## src/rtl/alu_biquad_stereo.sv

```systemverilog
// Stereo direct-form-I biquad sequencer. Acts as Wishbone master of the ALU
// in DSP mode and runs five multiply-accumulate steps per stereo sample,
// with the left and right channels processed in parallel.
//
//   state  | meaning
//   -------+----------------------------------------------------------
//   IDLE   | ready for a sample; clear_state zeroes the filter history
//   REQ    | strobe asserted for step k, held while the ALU stalls
//   WAIT   | cycle held, waiting for ack; the down-counter bounds the wait
//   OUT    | one-cycle result strobe, then back to IDLE
module alu_biquad_stereo #(
  parameter int         COEF_FRAC   = 16,
  parameter logic [7:0] OP_MAC      = 8'h01,
  parameter int         ACK_TIMEOUT = 15
) (
  input  logic               clk,
  input  logic               reset,
  input  logic               clear_state,
  input  logic               in_valid,
  output logic               in_ready,
  input  logic signed [17:0] in_xl,
  input  logic signed [17:0] in_xr,
  input  logic signed [17:0] coef_b0,
  input  logic signed [17:0] coef_b1,
  input  logic signed [17:0] coef_b2,
  input  logic signed [17:0] coef_a1,
  input  logic signed [17:0] coef_a2,
  output logic               out_valid,
  output logic signed [17:0] out_yl,
  output logic signed [17:0] out_yr,
  output logic               err,
  output logic               alu_cycle,
  output logic               alu_strobe,
  input  logic               alu_ack,
  input  logic               alu_stall,
  output logic               alu_mode,
  output logic [7:0]         alu_op,
  output logic signed [17:0] alu_al,
  output logic signed [17:0] alu_bl,
  output logic signed [17:0] alu_ar,
  output logic signed [17:0] alu_br,
  output logic signed [47:0] alu_cl,
  output logic signed [47:0] alu_cr,
  input  logic signed [47:0] alu_pl,
  input  logic signed [47:0] alu_pr
);

  localparam logic ALU_MODE_DSP = 1'b1;

  localparam logic [1:0] S_IDLE = 2'd0;
  localparam logic [1:0] S_REQ  = 2'd1;
  localparam logic [1:0] S_WAIT = 2'd2;
  localparam logic [1:0] S_OUT  = 2'd3;

  localparam int TW = $clog2(ACK_TIMEOUT + 1);
  // Loaded on entry to WAIT; terminal count at zero gives ACK_TIMEOUT WAIT cycles.
  localparam logic [TW-1:0] TMR_LOAD = TW'(ACK_TIMEOUT - 1);

  localparam logic signed [17:0] S18_MAX = 18'sh1FFFF;
  localparam logic signed [17:0] S18_MIN = 18'sh20000;

  logic [1:0]    state_q, state_d;
  logic [2:0]    k_q, k_d;
  logic [TW-1:0] tmr_q, tmr_d;
  logic          err_q, err_d;

  logic signed [17:0] x_l_q, x_r_q;
  logic signed [17:0] b0_q, b1_q, b2_q, a1_q, a2_q;
  logic signed [17:0] x1_l_q, x2_l_q, y1_l_q, y2_l_q;
  logic signed [17:0] x1_r_q, x2_r_q, y1_r_q, y2_r_q;
  logic signed [47:0] acc_l_q, acc_r_q;
  logic signed [17:0] out_yl_q, out_yr_q;

  logic accept, do_clear, ack_take, finish, in_txn;
  logic signed [17:0] y_l, y_r;

  // Negation with the single unrepresentable case clamped.
  function automatic logic signed [17:0] neg_sat(input logic signed [17:0] v);
    if (v == S18_MIN) return S18_MAX;
    return -v;
  endfunction

  // Drop the coefficient fraction and clamp back to an 18-bit sample.
  function automatic logic signed [17:0] scale_sat(input logic signed [47:0] p);
    logic signed [47:0] s;
    s = p >>> COEF_FRAC;
    if (s > 48'sd131071)  return S18_MAX;
    if (s < -48'sd131072) return S18_MIN;
    return s[17:0];
  endfunction

  assign accept   = (state_q == S_IDLE) && !clear_state && in_valid;
  assign do_clear = (state_q == S_IDLE) && clear_state;
  assign ack_take = (state_q == S_WAIT) && alu_ack;
  assign finish   = ack_take && (k_q == 3'd4);
  assign in_txn   = (state_q == S_REQ) || (state_q == S_WAIT);

  assign y_l = scale_sat(alu_pl);
  assign y_r = scale_sat(alu_pr);

  // Sequencer next-state: step progression, stall hold and ack timeout.
  always_comb begin
    state_d = state_q;
    k_d     = k_q;
    tmr_d   = tmr_q;
    err_d   = 1'b0;
    case (state_q)
      S_IDLE: begin
        if (accept) begin
          state_d = S_REQ;
          k_d     = 3'd0;
        end
      end
      S_REQ: begin
        if (!alu_stall) begin
          state_d = S_WAIT;
          tmr_d   = TMR_LOAD;
        end
      end
      S_WAIT: begin
        if (alu_ack) begin
          if (k_q == 3'd4) begin
            state_d = S_OUT;
          end else begin
            k_d     = k_q + 3'd1;
            state_d = S_REQ;
          end
        end else if (tmr_q == '0) begin
          state_d = S_IDLE;
          err_d   = 1'b1;
        end else begin
          tmr_d = tmr_q - 1'b1;
        end
      end
      S_OUT:   state_d = S_IDLE;
      default: state_d = S_IDLE;
    endcase
  end

  // Control registers.
  always_ff @(posedge clk or posedge reset) begin
    if (reset) begin
      state_q <= S_IDLE;
      k_q     <= '0;
      tmr_q   <= '0;
      err_q   <= 1'b0;
    end else begin
      state_q <= state_d;
      k_q     <= k_d;
      tmr_q   <= tmr_d;
      err_q   <= err_d;
    end
  end

  // Sample/coefficient latches, accumulators, history and result registers.
  // History moves only when the fifth step completes, so an aborted sample
  // leaves it untouched.
  always_ff @(posedge clk or posedge reset) begin
    if (reset) begin
      x_l_q    <= '0;
      x_r_q    <= '0;
      b0_q     <= '0;
      b1_q     <= '0;
      b2_q     <= '0;
      a1_q     <= '0;
      a2_q     <= '0;
      x1_l_q   <= '0;
      x2_l_q   <= '0;
      y1_l_q   <= '0;
      y2_l_q   <= '0;
      x1_r_q   <= '0;
      x2_r_q   <= '0;
      y1_r_q   <= '0;
      y2_r_q   <= '0;
      acc_l_q  <= '0;
      acc_r_q  <= '0;
      out_yl_q <= '0;
      out_yr_q <= '0;
    end else begin
      if (accept) begin
        x_l_q <= in_xl;
        x_r_q <= in_xr;
        b0_q  <= coef_b0;
        b1_q  <= coef_b1;
        b2_q  <= coef_b2;
        a1_q  <= coef_a1;
        a2_q  <= coef_a2;
      end
      if (do_clear) begin
        x1_l_q <= '0;
        x2_l_q <= '0;
        y1_l_q <= '0;
        y2_l_q <= '0;
        x1_r_q <= '0;
        x2_r_q <= '0;
        y1_r_q <= '0;
        y2_r_q <= '0;
      end
      if (ack_take) begin
        acc_l_q <= alu_pl;
        acc_r_q <= alu_pr;
      end
      if (finish) begin
        out_yl_q <= y_l;
        out_yr_q <= y_r;
        x2_l_q   <= x1_l_q;
        x1_l_q   <= x_l_q;
        y2_l_q   <= y1_l_q;
        y1_l_q   <= y_l;
        x2_r_q   <= x1_r_q;
        x1_r_q   <= x_r_q;
        y2_r_q   <= y1_r_q;
        y1_r_q   <= y_r;
      end
    end
  end

  // Step operand mux; everything is zero outside a bus cycle.
  always_comb begin
    alu_al = '0;
    alu_bl = '0;
    alu_ar = '0;
    alu_br = '0;
    alu_cl = '0;
    alu_cr = '0;
    if (in_txn) begin
      case (k_q)
        3'd0: begin
          alu_al = b0_q;  alu_bl = x_l_q;
          alu_ar = b0_q;  alu_br = x_r_q;
        end
        3'd1: begin
          alu_al = b1_q;  alu_bl = x1_l_q;  alu_cl = acc_l_q;
          alu_ar = b1_q;  alu_br = x1_r_q;  alu_cr = acc_r_q;
        end
        3'd2: begin
          alu_al = b2_q;  alu_bl = x2_l_q;  alu_cl = acc_l_q;
          alu_ar = b2_q;  alu_br = x2_r_q;  alu_cr = acc_r_q;
        end
        3'd3: begin
          alu_al = neg_sat(a1_q);  alu_bl = y1_l_q;  alu_cl = acc_l_q;
          alu_ar = neg_sat(a1_q);  alu_br = y1_r_q;  alu_cr = acc_r_q;
        end
        3'd4: begin
          alu_al = neg_sat(a2_q);  alu_bl = y2_l_q;  alu_cl = acc_l_q;
          alu_ar = neg_sat(a2_q);  alu_br = y2_r_q;  alu_cr = acc_r_q;
        end
        default: begin
          alu_al = '0;
          alu_ar = '0;
        end
      endcase
    end
  end

  // Bus and handshake outputs decoded from state. Reset also gates in_ready
  // so every output except the mode bit reads zero while reset is held.
  assign alu_cycle  = in_txn;
  assign alu_strobe = (state_q == S_REQ);
  assign alu_mode   = ALU_MODE_DSP;
  assign alu_op     = in_txn ? OP_MAC : 8'h00;
  assign in_ready   = (state_q == S_IDLE) && !clear_state && !reset;
  assign out_valid  = (state_q == S_OUT);
  assign out_yl     = out_yl_q;
  assign out_yr     = out_yr_q;
  assign err        = err_q;

endmodule

```

## config.mk

```make
export PLATFORM = sky130hd
export DESIGN_NAME = alu_biquad_stereo
export DESIGN_NICKNAME = d
export VERILOG_FILES = /design/src/rtl/alu_biquad_stereo.sv
export SDC_FILE = /design/constraint.sdc
export NUM_CORES = 1
export LEC_CHECK = 0
export BUFFER_PORTS_ARGS = -buffer_cell sky130_fd_sc_hd__buf_2
export CORE_MARGIN = 2
export CORE_UTILIZATION = 58
export CTS_CLUSTER_SIZE = 16
export DETAILED_ROUTE_END_ITERATION = 16
export GPL_TIMING_DRIVEN = 0
export HOLD_SLACK_MARGIN = 0.12
export PLACE_DENSITY_LB_ADDON = 0.3
export SYNTH_ARGS = -nofsm -noshare
export SYNTH_HDL_FRONTEND = slang
export SYNTH_SLANG_ARGS = --single-unit
```

## constraint.sdc

```tcl
create_clock -name clk -period 31.9 [get_ports clk]
set_input_delay 1.595 -clock clk [delete_from_list [all_inputs] [get_ports clk]]
set_output_delay 1.595 -clock clk [all_outputs]
set_load 0.02 [all_outputs]
```

* After elaboration in Yosys (flattened, before gate mapping)
Index checks and enable logic that the tools add are counted.
Widths: inputs -> output; s select.
** Storage, ports and cells
- Register bits :: 412
- Bits of input ports :: 228
- Output and inout port bits :: 218
- Logic and storage cells :: 127
** Operators by class
- Add/subtract/negate cells :: 4
- $lt $le $gt $ge :: 4
- Equal/unequal tests :: 16
- Multiplexer cells :: 61
- Reduce and logical (&&, ||, !) cells :: 19
** Operators with widths (count)
- $mux 18 :: 24
- $pmux 18 s5 :: 3
- $mux 48 :: 4
- $gt 32x18->1 const B :: 2
- $lt 32x18->1 const B :: 2
- $eq 18x18->1 const B :: 2
- $neg 18->18 :: 2
- $mux 1 :: 16
- $mux 4 :: 3
- $ne 2x2->1 const B :: 6
- $mux 2 :: 5
- $mux 3 :: 3
- $pmux 2 s4 :: 1
- $pmux 4 s2 :: 1
- $reduce_and 4->1 :: 2
- $eq 3x2->1 const B :: 2
- $logic_and 1x1->1 :: 6
- $pmux 3 s2 :: 1
- $reduce_bool 2->1 :: 3
- $eq 2x2->1 const B :: 2
- $logic_not 4->1 :: 1
- $reduce_or 4->1 :: 1
- $sub 4x1->4 const B :: 1
- $add 3x1->3 const B :: 1
- other kinds (9) :: 10

* Logic depth before layout (Yosys ltp)
Gate-level depths: netlist of the first run.
- Word-level depth :: 7
- Mapped depth :: 10
- Mapped depth without buffers :: 7

* Worst setup path after synthesis of the first run
OpenSTA, ideal clock, no wires.
- Path kind :: reg-to-output
- Start point :: register k_q[2]
- End point :: output port alu_ar[8]
- Arrival time :: 2.586 ns
- Required time :: 30.305 ns
- Setup slack :: 27.719 ns
- Stages on the path, launching flop included :: 10
- Buffers on the path :: 5
- Path through :: dfrtp_1 -> clkbuf_1 -> inv_1 -> clkbuf_1 -> ha_1 -> buf_2 -> buf_1 -> nand3_1 -> a41oi_1 -> buf_4
** Between the ends
- Word-level cells in the longest chain between the ends :: 3
- Elaborated cells between the ends (all ways) :: 7
- Classes of those cells :: 4 x eq/ne; 2 x mux; 1 x reduce/logical
** RTL lines
- start: declaration :: RTL line 63 : logic [2:0] k_q, k_d;
- start signal: assignment :: RTL line 149 : k_q <= k_d;
- $eq 3x3->1, or another cell as far along
- $pmux 18 s5 (*)
- $mux 18 (*)
- end: declaration :: RTL line 40 : output logic signed [17:0] alu_ar,
Every way passes the cells marked *; elsewhere a longest branch is shown, timed or not.

* Worst setup path after layout of the first run
- Start point :: register k_q[2]
- End point :: output port alu_ar[2]
** Between the ends
- Word-level cells in the longest chain between the ends :: 3
- Elaborated cells between the ends (all ways) :: 7
- Classes of those cells :: 4 x eq/ne; 2 x mux; 1 x reduce/logical
** RTL lines
- $eq 3x3->1, or another cell as far along :: RTL line 227 : case (k_q)
- $pmux 18 s5 (*) :: RTL line 227
- $mux 18 (*) :: RTL line 226 : if (in_txn) begin
Marks and branches as above.

==> results of run 1 <==
## sequential cells by signal (all words and copies together), names as in the netlist
register,cells
y1_l_q,18
y2_l_q,18
acc_r_q,48
x1_r_q,18
x_r_q,18
x2_l_q,18
b2_q,18
tmr_q,4
b1_q,18
b0_q,18
state_q,2
acc_l_q,48
x1_l_q,18
out_yr,18
err,1
x_l_q,18
x2_r_q,18
a2_q,18
out_yl,18
a1_q,18
y2_r_q,18
k_q,3
y1_r_q,18
## cells in the final DEF (no fill, tap or decap), types with 12 or more instances in the layout
master,synthesis,routed
a21o_1,68,68
a21oi_1,31,31
a222oi_1,12,12
a22o_1,134,134
a22oi_1,55,55
a31oi_1,37,37
and2_1,98,98
buf_1,16,16
buf_2,7,444
buf_4,30,30
clkbuf_1,82,93
clkbuf_16,0,43
dfrtp_1,412,412
ha_1,12,12
inv_1,16,15
mux2_2,223,223
nand2_1,73,73
nor2_1,91,91
nor3_1,13,13
o21ai_0,21,21
## worst max-delay path, delay by kind of cell (launching register included)
kind	cells	cell delay, ps
AO/OA/AOI/OAI	2	920
adder cells (fa/ha/maj)	1	360
flip-flops	1	450
buffers and inverters	6	2040
## synth_stat cells, types with 3 or more instances
master	count	area [µm²]
mux2i_1	6	60.1
a22oi_1	55	413
nor2b_1	5	31.3
o31ai_1	9	67.6
nand2_1	73	274
nand4_1	10	62.6
o22ai_1	3	18.8
xor2_1	11	96.3
a21o_1	68	510
nand3b_1	4	30.0
xnor2_1	7	61.3
clkbuf_1	82	308
a222oi_1	12	120
inv_1	16	60.1
a41oi_1	3	26.3
nand2b_1	3	18.8
buf_4	30	225
nor2_1	91	342
or4_1	5	37.5
nor3_1	13	65.1
o31a_1	3	26.3
a31oi_1	37	231
o211ai_1	4	30.0
nand3_1	8	40.0
nor3b_1	3	22.5
a22o_1	134	1170
nand4b_1	5	43.8
mux2_2	223	2510
a221oi_1	3	26.3
ha_1	12	150
buf_1	16	60.1
buf_2	7	35.0
o21ai_0	21	105
nor4_1	9	56.3
dfrtp_1	412	10300
or3_1	3	18.8
a21oi_1	31	155
and2_1	98	613
## cells by family after synthesis
| family | after synthesis | share of synthesized area (%) |
|---|---|---|
| flip-flops | 412 | 55.2 |
| AO/OA/AOI/OAI | 395 | 16.1 |
| AND/OR/NAND/NOR | 339 | 9.44 |
| multiplexers | 229 | 13.8 |
| buffers and inverters | 152 | 3.75 |
| XOR/XNOR | 18 | 0.845 |
| adder cells (fa/ha/maj) | 12 | 0.804 |
| other | 2 | 0.0402 |
## cell type report
class	count	area, µm²
diodes	3	7.51
plain buffers	136	639
clock buffers	64	1250
clock inverters	11	149
fillers	2273	8760
inverters	16	67.6
multi-input cells	1001	7680
flip-flops and latches	412	10300
well taps	402	503
repair buffers	440	2270
## routing by layer
metal	track usage [%]	share of wire [%]
met5	0	0
met4	13.7	3.9
met3	6.67	8.1
met2	55.6	49
met1	43.6	39
## per-stage QoR
stage / power, W / cell area, µm² / util [%]
4_1_cts: 0.00226 / 22900 / 72.3
3_3_place_gp: 0.00173 / 21400 / 67.6
3_5_place_dp: 0.00176 / 21500 / 67.9
2_1_floorplan: 0.00142 / 18700 / -
5_1_grt: 0.00237 / 22900 / 72.3
6_report: 0.00227 / 22900 / 72.3
## final timing paths
| check | cells past startpoint | end | slack [ps] | startpoint |
|---|---|---|---|---|
| worst min-delay path | 1 | out_yl[13]$_DFFE_PP0P_ | 470 | out_yl[13]$_DFFE_PP0P_ |
| worst min register to register | 1 | out_yl[13]$_DFFE_PP0P_ | 470 | out_yl[13]$_DFFE_PP0P_ |
| worst max register to register | 8 | y2_r_q[16]$_DFFE_PP0P_ | 28430 | state_q[0]$_DFFE_PP0P_ |
| worst max-delay path | 9 | alu_ar[2] | 25990 | k_q[2]$_DFFE_PP0P_ |
| min in group asynchronous | 2 | a2_q[0]$_DFFE_PP0P_ | 1020 | reset |
| max in group asynchronous | 4 | x1_r_q[9]$_DFFE_PP0P_ | 29390 | reset |
## power by group through the flow
stage	logic [W]	registers [W]	clock network (W)
2_1_floorplan	0.000610	0.000806	0
3_3_place_gp	0.000915	0.000810	0
3_5_place_dp	0.000937	0.000821	0
4_1_cts	0.000943	0.000814	0.000504
5_1_grt	0.00101	0.000837	0.000527
6_report	0.000948	0.000818	0.000499
==> results_dict.tcl, run 1 <==
set metrics [dict create \
    postCtsHoldBufs 0 \
    yosysWarnings 0 \
    min_path_type "register to register" \
    fmax_mhz 169 \
    grt_max_degree 133 \
    hold_viol 0 \
    boundaryPins 446 \
    whs_ps 473 \
    async_reset_ff_share_pct 100 \
    drc 0 \
    ys_ff_latch 412 \
    slew_viol_final 0 \
    vias_per_cell 6.11 \
    finalNonFillerCells 2485 \
    antenna_found_initial 4 \
    grt_pass1_wl_um 87200 \
    start_kind "register" \
    grt_usage_pct 33.6 \
    maxCapViolCount 0 \
    initial_core_util_pct 59.0 \
    grt_overflow 0 \
    synth.distinct_cells 57 \
    core_area_mm2 0.0316 \
    min_period_ps 5910 \
    worstPathMaxFanout 10 \
    p_leak_nw 11.7 \
    avgSynthCellArea_um2 12.0 \
    area_growth_pct 22.6 \
    dr.pass1.iters 8 \
    synth_enable_flop_cells 0 \
    crit_chain "clkbuf_1, inv_1, clkbuf_1, ha_1, o31ai_1, clkbuf_1, a31oi_1, buf_4, buf_2" \
    place_inst 2407 \
    clock-sinks 412 \
    p_int_w 0.00136 \
    ctsResizeCount 0 \
    synth_flop_cell "dfrtp_1" \
    cp_slowest_cell "o31ai_1" \
    die_y_um 183 \
    gp_congestion 0.905 \
    relSlewSlack_pct 33.8 \
    end_kind "output pin" \
    power_frac_seq_pct 36.1 \
    min_period_over_period_pct 18.5 \
    postSynthCellCount 1559 \
    yosysSeqAreaShare_pct 55.2 \
    die_w_um 183 \
    max-vdd-ir-drop_mv 0.0676 \
    dieArea_mm2 0.0336 \
    synth_area_mm2 0.0187 \
    vias 15185 \
    cts-buffers-inserted 43 \
    fp-row-count 65 \
    drtAntennaViolNets 0 \
    tns_ps 0 \
    h-tree-depth 2 \
    fin_worst_skew_ps 24.4 \
    postRouteWirelength_um 56500 \
    cpPeakStageDelay_ps 770 \
    tightest_slew_ps 980 \
    p_per_area_mw_per_mm2 99.0 \
    post-place-ws_ps 26720 \
    wl_per_cell_um 22.8 \
    cts_tree "built" \
    rsz0062_at_grt "false" \
    cts-root-buf "clkbuf_16" \
    setup_violations 0 \
    crit_required_ps 30310 \
    p_comb_share_pct 41.9 \
    criticalPathCategory "register to output pin" \
    drive_gt1_share_pct 37.1 \
    p_clk_share_pct 22.0 \
    timing.final.ws_setup_ps 25990 \
    fin_nets 2290 \
    first_global_vias 15693 \
    clkSlewWorstSetupHoldPaths_ps 60 \
    outcome "finished, final reports clean" \
    initialDrtViolationCount 1463 \
    clockBufferDepth 3 \
    p_switching_w 0.000902 \
    numPortBuffers 437 \
    power_switching_share_pct 39.8 \
    hpwl_um 41600 \
    clock_latency_ps 560 \
    critPathArrivalTime_ps 4310 \
    crit_top_cell "clkbuf_1" \
    cts_setup_buffers 0 \
]
(Power assumes the default switching activity.)
==> run 2, diff against run 1 <==
--- a/config.mk
+++ b/config.mk
@@ -7,7 +7,7 @@
 export LEC_CHECK = 0
 export BUFFER_PORTS_ARGS = -buffer_cell sky130_fd_sc_hd__buf_2
 export CORE_MARGIN = 2
-export CORE_UTILIZATION = 58
+export CORE_UTILIZATION = 49
 export CTS_CLUSTER_SIZE = 16
 export DETAILED_ROUTE_END_ITERATION = 16
 export GPL_TIMING_DRIVEN = 0
==> constraint.sdc (replaced) <==
create_clock -name clk -period 4.9 [get_ports clk]
set_input_delay 0.245 -clock clk [delete_from_list [all_inputs] [get_ports clk]]
set_output_delay 0.245 -clock clk [all_outputs]
set_load 0.02 [all_outputs]
==> run 2 against run 1 <==
Global-route usage shrank 1.3 points. Via count increased by 6.3%. Critical endpoint unchanged. Hold slack got worse by 74 ps. Clock skew increased by 2.8 ps. Sequential power rose to 6.5 times the previous value. Wire length up 14%.
==> results_dict.tcl, run 2 (same netlist as run 1, synthesis figures left out) <==
set metrics [dict create \
    crit_required_ps 4660 \
    setup_violations 0 \
    min_period_ps 4510 \
    relSlewSlack_pct 38.0 \
    drc 0 \
    vias 16139 \
    worstPathMaxFanout 10 \
    h-tree-depth 2 \
    ff_latch_area_mm2 0.0103 \
    criticalPathCategory "register to output pin" \
    antenna_found_initial 4 \
    slew_viol_final 0 \
    cts-buffers-inserted 45 \
    min_path_type "input port to async pin" \
    outcome "finished, final reports clean" \
    first_global_vias 16875 \
    clkSlewWorstSetupHoldPaths_ps 60 \
    maxCapViolCount 0 \
    p_leak_nw 12.7 \
    area_growth_pct 36.7 \
    dr.pass1.iters 8 \
    r2r_cells 8 \
    fmax_mhz 222 \
    fp-row-count 71 \
    drtAntennaViolNets 0 \
    tightest_slew_ps 927 \
    p_per_area_mw_per_mm2 599 \
    gp_congestion 0.891 \
    drive_gt1_share_pct 34.0 \
    grt_usage_pct 32.3 \
    startpoint "k_q[2]$_DFFE_PP0P_" \
    fin_nets 2525 \
    min_period_over_period_pct 92.1 \
    boundaryPins 446 \
    vias_per_cell 5.69 \
    start_kind "register" \
    setup.worst_path.end "alu_ar[2]" \
    cts-root-buf "clkbuf_16" \
    tns_ps 0 \
    dieArea_mm2 0.0397 \
    grt_max_degree 44 \
    hpwl_um 44300 \
    multi_input_area_mm2 0.00768 \
    postRouteWirelength_um 64300 \
    finish.utilization_pct 67.9 \
    mostFrequentLayoutCells "444 x buf_2, 412 x dfrtp_1, 225 x dlygate4sd3_1" \
    die_y_um 199 \
    postCtsHoldBufs 225 \
    die_w_um 199 \
    initialDrtViolationCount 1276 \
    grt_overflow 0 \
    rsz0062_at_grt "false" \
    ctsResizeCount 0 \
    wl_per_cell_um 22.7 \
    initial_core_util_pct 49.7 \
    r2r_setup_slack_ps 1580 \
    clock-sinks 412 \
    layout_commonest_cell "buf_2" \
    clock_latency_ps 590 \
    hold_viol 0 \
    core_area_mm2 0.0376 \
    fillers 2667 \
    cts_setup_buffers 0 \
    critPathArrivalTime_ps 4270 \
    cts_tree "built" \
    fin_worst_skew_ps 27.2 \
    numPortBuffers 437 \
    end_kind "output pin" \
    clockBufferDepth 3 \
    reg_top3 "acc_l_q: 48 flops, acc_r_q: 48 flops" \
    r2r-start "state_q[0]$_DFFE_PP0P_" \
    r2r_end "y2_r_q[16]$_DFFE_PP0P_" \
    max-vdd-ir-drop_mv 0.402 \
    grt_pass1_wl_um 96300 \
]
## run 2: through the flow
stage          hold WS [ps]  cell area (µm²)  instances  power [W]  setup WS [ps]
6_report                399            25500       2834     0.0153            389
5_1_grt                 424            25500       2834     0.0160            155
4_1_cts                 362            25500       2831     0.0152            450
3_5_place_dp            406            21700       2524     0.0115           1040
3_3_place_gp            457            21500       2513     0.0113          -3200
2_1_floorplan           350            18700       1565    0.00922           -899
## run 2: worst min path at each step
stage / start / endpoint / slack, ps
after detailed placement: reset / a2_q[17]$_DFFE_PP0P_ / 410
after floorplan: alu_pl[47] / out_yl[17]$_DFFE_PP0P_ / 350
after global placement: out_yl[8]$_DFFE_PP0P_ / out_yl[8]$_DFFE_PP0P_ / 460
after CTS: reset / x_l_q[1]$_DFFE_PP0P_ / 360
final: reset / a2_q[17]$_DFFE_PP0P_ / 400
after global routing: reset / a2_q[17]$_DFFE_PP0P_ / 420
## run 2: final cells by class
type | instances | area share [%]
Sequential cell | 412 | 40.4
Multi-Input combinational cell | 1001 | 30.1
Timing Repair Buffer | 673 | 18.3
Clock buffer | 65 | 5.10
Buffer | 136 | 2.51
Tap cell | 511 | 2.51
Clock inverter | 17 | 0.843
Inverter | 16 | 0.250
Antenna cell | 3 | 0.0294
## run 2: report_power, final
group	switching, W	internal (W)
Clock	0.00143	0.00206
Sequential	0.000845	0.00451
Combinational	0.00382	0.00261
Total	0.00610	0.00918
## run 2: worst max-delay path, cell delays in order, from the launching register on
cell and delay, ps:
dfrtp_1 460, clkbuf_1 490, inv_1 330, clkbuf_1 340
ha_1 350, o31ai_1 610, clkbuf_1 590, a31oi_1 190
buf_4 200, buf_2 150
## run 2: layer usage
layer / track usage (%) / vias up / share of wire [%]
li1: - / 7121 / -
met1: 39.7 / 8023 / 39
met2: 53.3 / 802 / 48
met3: 6.51 / 191 / 7.8
met4: 18.1 / 2 / 5.5
met5: 0 / - / 0.020
==> run 3, diff against run 2 <==
--- a/config.mk
+++ b/config.mk
@@ -13,6 +13,7 @@
 export GPL_TIMING_DRIVEN = 0
 export HOLD_SLACK_MARGIN = 0.12
 export PLACE_DENSITY_LB_ADDON = 0.3
+export SETUP_SLACK_MARGIN = 0.4
 export SYNTH_ARGS = -nofsm -noshare
 export SYNTH_HDL_FRONTEND = slang
 export SYNTH_SLANG_ARGS = --single-unit
==> run 3 against run 2 <==
Die area stayed put. Global-route usage stayed put. Non-clock buffer count stayed put. Critical endpoint is now alu_br[12]. Largest cell class unchanged. Largest power group unchanged.
==> results_dict.tcl, run 3 (same netlist as run 1, synthesis figures left out) <==
set metrics [dict create \
    r2r_setup_slack_ps 1540 \
    vias 16153 \
    relSlewSlack_pct 38.9 \
    maxCapViolCount 0 \
    wl_per_cell_um 22.7 \
    first_global_vias 16875 \
    die_w_um 199 \
    slew_viol_final 0 \
    drive_gt1_share_pct 34.1 \
    initial_core_util_pct 49.7 \
    hpwl_um 44300 \
    start_kind "register" \
    rsz0062_at_grt "false" \
    fin_worst_skew_ps 27.6 \
    critical_path_buf_inv_count 6 \
    clock_latency_ps 590 \
    post-place-ws_ps 1040 \
    cpPeakStageDelay_ps 580 \
    p_comb_share_pct 42.2 \
    fmax_mhz 238 \
    grt_usage_pct 32.3 \
    initialDrtViolationCount 1298 \
    p_int_w 0.00918 \
    cts-root-buf "clkbuf_16" \
    fin_nets 2525 \
    min_period_ps 4200 \
    grt_pass1_wl_um 96300 \
    layout_commonest_cell "buf_2" \
    r2r_cells 8 \
    dieArea_mm2 0.0397 \
    antenna_found_initial 4 \
    finalNonFillerCells 2834 \
    area_growth_pct 36.7 \
    boundaryPins 446 \
    drtAntennaViolNets 0 \
    crit_chain "clkbuf_2, inv_1, clkbuf_2, ha_1, buf_2, clkbuf_1, a222oi_1, a21oi_1, buf_2" \
    gp_congestion 0.891 \
    cts-buffers-inserted 45 \
    timing.final.ws_setup_ps 697 \
    cp_top_family "buffers and inverters" \
    p_clk_share_pct 22.8 \
    clock-sinks 412 \
    clkSlewWorstSetupHoldPaths_ps 60 \
    end_kind "output pin" \
    die_y_um 199 \
    clockBufferDepth 3 \
    outcome "finished, final reports clean" \
    vias_per_cell 5.70 \
    dr.pass1.iters 6 \
    tns_ps 0 \
    postRouteWirelength_um 64400 \
    p_per_area_mw_per_mm2 599 \
    core_area_mm2 0.0376 \
    mostFrequentLayoutCells "444 x buf_2, 412 x dfrtp_1, 225 x dlygate4sd3_1" \
    hold_viol 0 \
    p_leak_nw 12.7 \
    h-tree-depth 2 \
    numPortBuffers 437 \
    p_switching_w 0.00610 \
    cp_slowest_cell "clkbuf_1" \
    reg_top3 "acc_l_q: 48 flops, acc_r_q: 48 flops" \
    totalPowerFinal_w 0.0153 \
    crit_required_ps 4660 \
    cts_setup_buffers 0 \
    power_frac_seq_pct 35.0 \
    tightest_slew_ps 912 \
    power_switching_share_pct 39.9 \
    max-vdd-ir-drop_mv 0.403 \
    place_inst 2524 \
    worstPathMaxFanout 10 \
    grt_max_degree 44 \
    setup_violations 0 \
    min_path_type "input port to async pin" \
    critPathArrivalTime_ps 3960 \
    min_period_over_period_pct 85.8 \
    drc 0 \
    cts_tree "built" \
    fp-row-count 71 \
    criticalPathCategory "register to output pin" \
    grt_overflow 0 \
    cp.depth 9 \
]
## run 3: what timing repair did
item / in CTS / in global routing
gates resized for setup: 0 / 5
endpoints found under the setup margin: 0 / 87
hold endpoints to repair: 320 / 0
hold buffers: 225 / 0
## run 3: area by class of cell
type | count | area, µm²
inverters | 16 | 63.8
multi-input cells | 1001 | 7680
repair buffers | 673 | 4660
clock buffers | 65 | 1300
fillers | 2667 | 12100
clock inverters | 17 | 215
plain buffers | 136 | 642
diodes | 3 | 7.51
well taps | 511 | 639
flip-flops and latches | 412 | 10300
## run 3: worst register-to-register path, cell delays in order (launching register included)
cell     delay [ps]
dfrtp_1         410
inv_1            90
ha_1            240
nand2_1         400
nor2_1          360
a21oi_1         710
buf_2           380
buf_1           490
a22o_1          230
## run 3: power by group through the flow
stage | combinational [W] | sequential (W) | clock [W]
finish | 0.00644 | 0.00535 | 0.00349
global route | 0.00683 | 0.00547 | 0.00367
detailed placement | 0.00615 | 0.00534 | 0
floorplan | 0.00397 | 0.00525 | 0
global placement | 0.00604 | 0.00530 | 0
CTS | 0.00633 | 0.00530 | 0.00354
## run 3: stage by stage
stage	area [µm²]	util (%)	hold WS (ps)
finish	25500	67.9	394
global route	25500	67.9	424
CTS	25500	67.9	362
detailed placement	21700	57.9	406
global placement	21500	57.3	457
floorplan	18700	-	350
## run 3: layer usage
| metal | track usage (%) | up-vias | share of wire, % |
|---|---|---|---|
| met4 | 18.1 | 2 | 5.5 |
| met3 | 6.51 | 183 | 8.0 |
| li1 | - | 7121 | - |
| met5 | 0 | - | 0.020 |
| met2 | 53.3 | 815 | 48 |
| met1 | 39.7 | 8032 | 39 |
## run 3: path summary, 6_finish.rpt
kind | startpoint | to
setup reg to reg | state_q[0]$_DFFE_PP0P_ | x2_r_q[3]$_DFFE_PP0P_
max in group asynchronous | reset | acc_r_q[19]$_DFFE_PP0P_
hold reg to reg | out_yr[17]$_DFFE_PP0P_ | out_yr[17]$_DFFE_PP0P_
setup / recovery | k_q[2]$_DFFE_PP0P_ | alu_br[12]
min in group clk | in_xr[7] | x_r_q[7]$_DFFE_PP0P_
hold / removal | reset | a2_q[17]$_DFFE_PP0P_
